<file path="config.mk">
export PLATFORM = sky130hd
export DESIGN_NAME = forwarding_alu_stage
export DESIGN_NICKNAME = d
export VERILOG_FILES = /design/src/rtl/forwarding_alu_stage.sv
export SDC_FILE = /design/constraint.sdc
export NUM_CORES = 1
export LEC_CHECK = 0
export ABC_AREA = 1
export CORE_AREA = 2 2 356 270
export CTS_CLUSTER_DIAMETER = 150
export DETAILED_ROUTE_END_ITERATION = 10
export DIE_AREA = 0 0 358 272
export GPL_TIMING_DRIVEN = 0
export SLEW_MARGIN = 20
export SYNTH_ARGS = -nofsm -noshare
export SYNTH_HDL_FRONTEND = slang
export SYNTH_SLANG_ARGS = --single-unit
</file>
<file path="constraint.sdc">
create_clock -name clock -period 14.6 [get_ports clock]
set_input_delay 3.65 -clock clock [delete_from_list [all_inputs] [get_ports clock]]
set_output_delay 3.65 -clock clock [all_outputs]
set_load 0.05 [all_outputs]
</file>
<file path="src/rtl/forwarding_alu_stage.sv">
// forwarding_alu_stage
//   Execute stage of the 5-stage MIPS pipeline. Resolves rs/rt by forwarding from
//   the EX/MEM register held here, from the MEM/WB write-back bus, or from a one-entry
//   hold register. Detects load-use hazards, selects ALU inputs, computes the ALU result
//   and loads the EX/MEM register, or a bubble while stalling.
//
// Ports
//   clock, reset            rising-edge clock, asynchronous active-high reset
//   ex_*                    ID/EX fields of the instruction currently in EX
//   wb_wr_addr/wb_wr_data   MEM/WB write-back bus (addr 0 = no write)
//   stall_ex                combinational; upstream holds ID/EX while high
//   mem_*                   EX/MEM pipeline register outputs
module forwarding_alu_stage #(
   parameter int unsigned CTRL_W = 32
) (
   input  logic              clock,
   input  logic              reset,
   input  logic [31:0]       ex_pc,
   input  logic [CTRL_W-1:0] ex_ctrl,
   input  logic [4:0]        ex_rs_addr,
   input  logic [4:0]        ex_rt_addr,
   input  logic [31:0]       ex_rs_data,
   input  logic [31:0]       ex_rt_data,
   input  logic [1:0]        ex_need1,
   input  logic [1:0]        ex_need2,
   input  logic [2:0]        ex_src1_sel,
   input  logic [2:0]        ex_src2_sel,
   input  logic [15:0]       ex_imm16,
   input  logic [4:0]        ex_shamt,
   input  logic [3:0]        ex_alu_op,
   input  logic [4:0]        ex_wr_addr,
   input  logic [1:0]        ex_wr_src,
   input  logic [31:0]       ex_wr_data,
   input  logic [4:0]        wb_wr_addr,
   input  logic [31:0]       wb_wr_data,
   output logic              stall_ex,
   output logic [31:0]       mem_pc,
   output logic [CTRL_W-1:0] mem_ctrl,
   output logic [4:0]        mem_wr_addr,
   output logic [31:0]       mem_wr_data,
   output logic              mem_wr_valid,
   output logic [31:0]       mem_alu_result,
   output logic [31:0]       mem_rs_data,
   output logic [31:0]       mem_rt_data
);

   typedef struct packed {
      logic        stall;
      logic [31:0] data;
   } fwd_t;

   logic        hold_valid_rs_q, hold_valid_rt_q;
   logic [31:0] hold_data_rs_q, hold_data_rt_q;

   fwd_t        rs_fwd, rt_fwd;
   logic [31:0] alu_a, alu_b, alu_result;
   logic [31:0] wr_data_sel;
   logic        wr_valid_sel;

   // Priority: $0, EX/MEM (younger producer), MEM/WB, hold register, register file.
   // An EX/MEM producer whose value only appears in MEM stalls only consumers needing
   // the operand in EX; later consumers take the register-file value and pick up the
   // real value further down the pipe.
   function automatic fwd_t resolve(input logic [4:0]  addr,
                                    input logic [31:0] rf_data,
                                    input logic [1:0]  need,
                                    input logic        hold_valid,
                                    input logic [31:0] hold_data,
                                    input logic [4:0]  exm_addr,
                                    input logic        exm_valid,
                                    input logic [31:0] exm_data,
                                    input logic [4:0]  wb_addr,
                                    input logic [31:0] wb_data);
      fwd_t res;
      res.stall = 1'b0;
      res.data  = rf_data;
      if (addr == 5'd0) begin
         res.data = 32'h0;
      end else if (exm_addr == addr) begin
         if (exm_valid) res.data = exm_data;
         else           res.stall = (need == 2'd1);
      end else if (wb_addr == addr) begin
         res.data = wb_data;
      end else if (hold_valid) begin
         res.data = hold_data;
      end
      return res;
   endfunction

   function automatic logic [31:0] src_mux(input logic [2:0]  sel,
                                           input logic [31:0] rs_val,
                                           input logic [31:0] rt_val,
                                           input logic [15:0] imm,
                                           input logic [4:0]  shamt);
      logic [31:0] val;
      case (sel)
         3'd0:    val = rs_val;
         3'd1:    val = rt_val;
         3'd2:    val = {16'h0, imm};
         3'd3:    val = {{16{imm[15]}}, imm};
         3'd4:    val = {27'h0, shamt};
         default: val = 32'h0;
      endcase
      return val;
   endfunction

   always_comb begin
      rs_fwd = resolve(ex_rs_addr, ex_rs_data, ex_need1, hold_valid_rs_q, hold_data_rs_q,
                       mem_wr_addr, mem_wr_valid, mem_wr_data, wb_wr_addr, wb_wr_data);
      rt_fwd = resolve(ex_rt_addr, ex_rt_data, ex_need2, hold_valid_rt_q, hold_data_rt_q,
                       mem_wr_addr, mem_wr_valid, mem_wr_data, wb_wr_addr, wb_wr_data);
      stall_ex = rs_fwd.stall | rt_fwd.stall;
   end

   assign alu_a = src_mux(ex_src1_sel, rs_fwd.data, rt_fwd.data, ex_imm16, ex_shamt);
   assign alu_b = src_mux(ex_src2_sel, rs_fwd.data, rt_fwd.data, ex_imm16, ex_shamt);

   always_comb begin
      alu_result = 32'h0;
      case (ex_alu_op)
         4'd0, 4'd1: alu_result = alu_a + alu_b;
         4'd2, 4'd3: alu_result = alu_a - alu_b;
         4'd4:       alu_result = alu_a & alu_b;
         4'd5:       alu_result = alu_a | alu_b;
         4'd6:       alu_result = alu_a ^ alu_b;
         4'd7:       alu_result = ~(alu_a | alu_b);
         4'd8:       alu_result = {31'h0, $signed(alu_a) < $signed(alu_b)};
         4'd9:       alu_result = {31'h0, alu_a < alu_b};
         4'd10:      alu_result = alu_b << alu_a[4:0];
         4'd11:      alu_result = alu_b >> alu_a[4:0];
         4'd12:      alu_result = $unsigned($signed(alu_b) >>> alu_a[4:0]);
         4'd13:      alu_result = {alu_b[15:0], 16'h0};
         default:    alu_result = 32'h0;
      endcase
   end

   // Loads (wr_src 2/3) carry ex_wr_data marked not valid; the real value is produced in MEM.
   always_comb begin
      wr_data_sel  = ex_wr_data;
      wr_valid_sel = 1'b0;
      case (ex_wr_src)
         2'd0: begin
            wr_data_sel  = alu_result;
            wr_valid_sel = 1'b1;
         end
         2'd1:    wr_valid_sel = 1'b1;
         default: wr_valid_sel = 1'b0;
      endcase
   end

   always_ff @(posedge clock or posedge reset) begin
      if (reset) begin
         mem_pc          <= 32'h0;
         mem_ctrl        <= '0;
         mem_wr_addr     <= 5'h0;
         mem_wr_data     <= 32'h0;
         mem_wr_valid    <= 1'b0;
         mem_alu_result  <= 32'h0;
         mem_rs_data     <= 32'h0;
         mem_rt_data     <= 32'h0;
         hold_valid_rs_q <= 1'b0;
         hold_valid_rt_q <= 1'b0;
         hold_data_rs_q  <= 32'h0;
         hold_data_rt_q  <= 32'h0;
      end else if (stall_ex) begin
         // Bubble downstream; capture any operand that resolved this cycle, since a
         // MEM/WB value will have moved on by the time the stall clears.
         mem_pc          <= 32'h0;
         mem_ctrl        <= '0;
         mem_wr_addr     <= 5'h0;
         mem_wr_data     <= 32'h0;
         mem_wr_valid    <= 1'b0;
         mem_alu_result  <= 32'h0;
         mem_rs_data     <= 32'h0;
         mem_rt_data     <= 32'h0;
         hold_valid_rs_q <= ~rs_fwd.stall;
         hold_valid_rt_q <= ~rt_fwd.stall;
         hold_data_rs_q  <= rs_fwd.data;
         hold_data_rt_q  <= rt_fwd.data;
      end else begin
         mem_pc          <= ex_pc;
         mem_ctrl        <= ex_ctrl;
         mem_wr_addr     <= ex_wr_addr;
         mem_wr_data     <= wr_data_sel;
         mem_wr_valid    <= wr_valid_sel;
         mem_alu_result  <= alu_result;
         mem_rs_data     <= rs_fwd.data;
         mem_rt_data     <= rt_fwd.data;
         hold_valid_rs_q <= 1'b0;
         hold_valid_rt_q <= 1'b0;
      end
   end

endmodule

</file>
==> flow_summary.ini <==
[critical_path]
crit_arrival_ns = 8.08
required_ns = 10.95
cp_max_fo = 12
worstSetupPathType = input pin to primary output
worst_setup_path_end_kind = primary output
start_kind = input pin

[route]
drc_errors = 0
wirelength_um = 150000
drt_iter0_drc = 4428
firstDrtPassIters = 7
ant_nets = 0
via_per_inst = 5.36
vias = 29680
routedWlPerCell_um = 27.1

[timing]
finalSetupTns_ns = 0
final.period_utilization = 0.804
relSlewSlack = 0.237
min_period_ns = 11.73
holdWs_ns = 0.485
worst_slew_pin_slew_ns = 1.14
fmax_mhz = 85.2
clock_skew_ns = 0.0208
rsz0062_at_grt = no
finalHoldViolations = 0
slew_violations = 0
final-setup-viol-count = 0

[grt]
grt.overflow.total = 0
grt_pass1_wl_um = 207000
grt_pass1_vias = 27126
grt_max_degree = 91
grt_use_total = 0.297
antenna_found_initial = 9

[logic_synthesis]
syn-num-nets = 4134
netlist_area_sq_um = 23400
ys_types = 55
yosysMostFrequentCell = nand2_1
syn_inst = 3777
syn_avg_cell_area_sq_um = 6.19
postSynth.asyncResetShare = 1.00
ys_seq_elements = 264
synth_edf_count = 0
yosys-top-cells-count = 837 x nand2_1, 654 x nor2_1, 470 x nand3_1
synth_flop_cell = dfrtp_1
synth_area_leader_cell = dfrtp_1
synthTopCellsByArea = dfrtp_1 28%, nand2_1 13%, nor2_1 11%
yosys_warnings = 0
yosysTopAreaCellShare = 0.283
seq_area_frac_synth = 0.283

[clocking]
cts_tree = yes
cts_sinks = 264
postCtsSetupBuffers = 0
ctsHoldBuffers = 0
clk_path_buf_depth = 3
ctsResizeCount = 0
cts_made_buffers = 31
htreeDepth = 1
clkTransAtPathRegs_ns = 0.06
clock_latency_ns = 0.63
cts-root-buf = clkbuf_16

[die]
die_h_um = 272
die-area_sq_um = 97400
die_w_um = 358
floorplan.rows = 98
start_util = 0.248
fp.coreArea_sq_um = 94200
io_pins = 450

[final_layout]
layout.nets = 4621
areaGrowthSynthToFinish_pct = 31.0
fin_cells = 5541
drive_gt1_frac = 0.0625
design_area_sq_um = 30600
fin_util = 0.325
fillers = 10516

[placed_design]
io_buffer_count = 449
place_area_sq_um = 29500
dp.cells = 5481
hpwlAfterDp_um = 124000
gp_congestion = 1.05

[power_and_ir_drop]
vdd_drop_max_mv = 0.0959
p_leak_uw = 0.0148
power_density_nw_per_um2 = 105

[hold_path]
hold_class = flop to flop

[outcome]
status = complete, no violations

[run]
maxCapViolations = 0
## layout make-up
cell class | instances | area (sq um) | share of cell area
clock inverter | 15 | 158 | 0.00515
sequential | 264 | 6610 | 0.216
antenna | 5 | 12.5 | 0.000409
multi-input combinational | 2888 | 14200 | 0.464
clock buffer | 40 | 860 | 0.0281
buffer | 216 | 1060 | 0.0347
inverter | 409 | 1540 | 0.0504
timing repair buffer | 454 | 4590 | 0.150
tap | 1250 | 1560 | 0.0511
## metrics by stage
step                total power (uW)  setup WS (ns)
global placement                2340         -0.673
global route                    3340           2.79
detailed placement              2340           3.03
floorplan                       1740           3.68
CTS                             3160           3.01
finish                          3200           2.87
## metal layers
metal | GRT usage | part of all wire
met1 | 0.430 | 0.44
met2 | 0.391 | 0.38
met3 | 0.149 | 0.16
met4 | 0.0531 | 0.019
met5 | 0 | 0.000087
## report_power, final
| group | internal (uW) | switching [uW] | total [uW] |
|---|---|---|---|
| sequential | 844 | 68.0 | 912 |
| clock | 452 | 365 | 817 |
| combinational | 422 | 1050 | 1470 |
| total | 1720 | 1490 | 3200 |
## flip-flops by register name, indices dropped and copies added (netlist names), 5 cells and up
signal	count
mem_wr_addr	5
mem_ctrl	32
hold_data_rt_q	32
mem_rs_data	32
mem_rt_data	32
mem_wr_data	32
hold_data_rs_q	32
mem_alu_result	32
mem_pc	32
## path summary, 6_finish.rpt
check / start / end / slack, ns / depth (start not counted)
max: ex_rt_addr[0] / stall_ex / 2.87 / 12
max reg2reg: hold_valid_rs_q / mem_wr_data[20] / 7.02 / 25
min reg2reg: hold_data_rs_q[15] / hold_data_rs_q[15] / 0.48 / 2
min in group asynchronous: reset / mem_pc[7] / 3.44 / 2
max in group asynchronous: reset / mem_wr_data[0] / 10.07 / 4
min: hold_data_rs_q[15] / hold_data_rs_q[15] / 0.48 / 2
## cells in the final DEF, fill, tap and decap left out, types with 32 or more instances in the layout
| cell type | Yosys | routed |
|---|---|---|
| clkbuf_1 | 100 | 101 |
| dfrtp_1 | 264 | 264 |
| nor2_1 | 654 | 651 |
| a21oi_1 | 209 | 209 |
| nor3_1 | 47 | 44 |
| buf_2 | 78 | 78 |
| nand4_1 | 79 | 79 |
| nor2_2 | 29 | 32 |
| nand2_1 | 837 | 837 |
| inv_1 | 393 | 392 |
| nand3_1 | 470 | 470 |
| o21ai_0 | 218 | 218 |
| clkdlybuf4s50_1 | 0 | 449 |
| ha_1 | 104 | 104 |
## critical path, cell delays in order
cell             delay, ns
clkdlybuf4s50_1       0.48
inv_1                 0.10
nand3_1               0.08
nor3_2                0.62
clkbuf_1              0.73
nor3_1                0.15
nor2_1                0.16
buf_2                 0.38
inv_1                 0.10
clkbuf_2              0.45
clkbuf_1              0.37
clkdlybuf4s50_1       0.77
## logic make-up after synthesis
logic type,count (synthesis),share of synthesized area
flops,264,0.283
simple gates,2199,0.407
fa+ha+maj,106,0.0574
xor+xnor,13,0.00552
buf+inv,625,0.111
compound gates,567,0.135
mux,3,0.00129
Note: power is estimated with default switching activity, not from simulation.
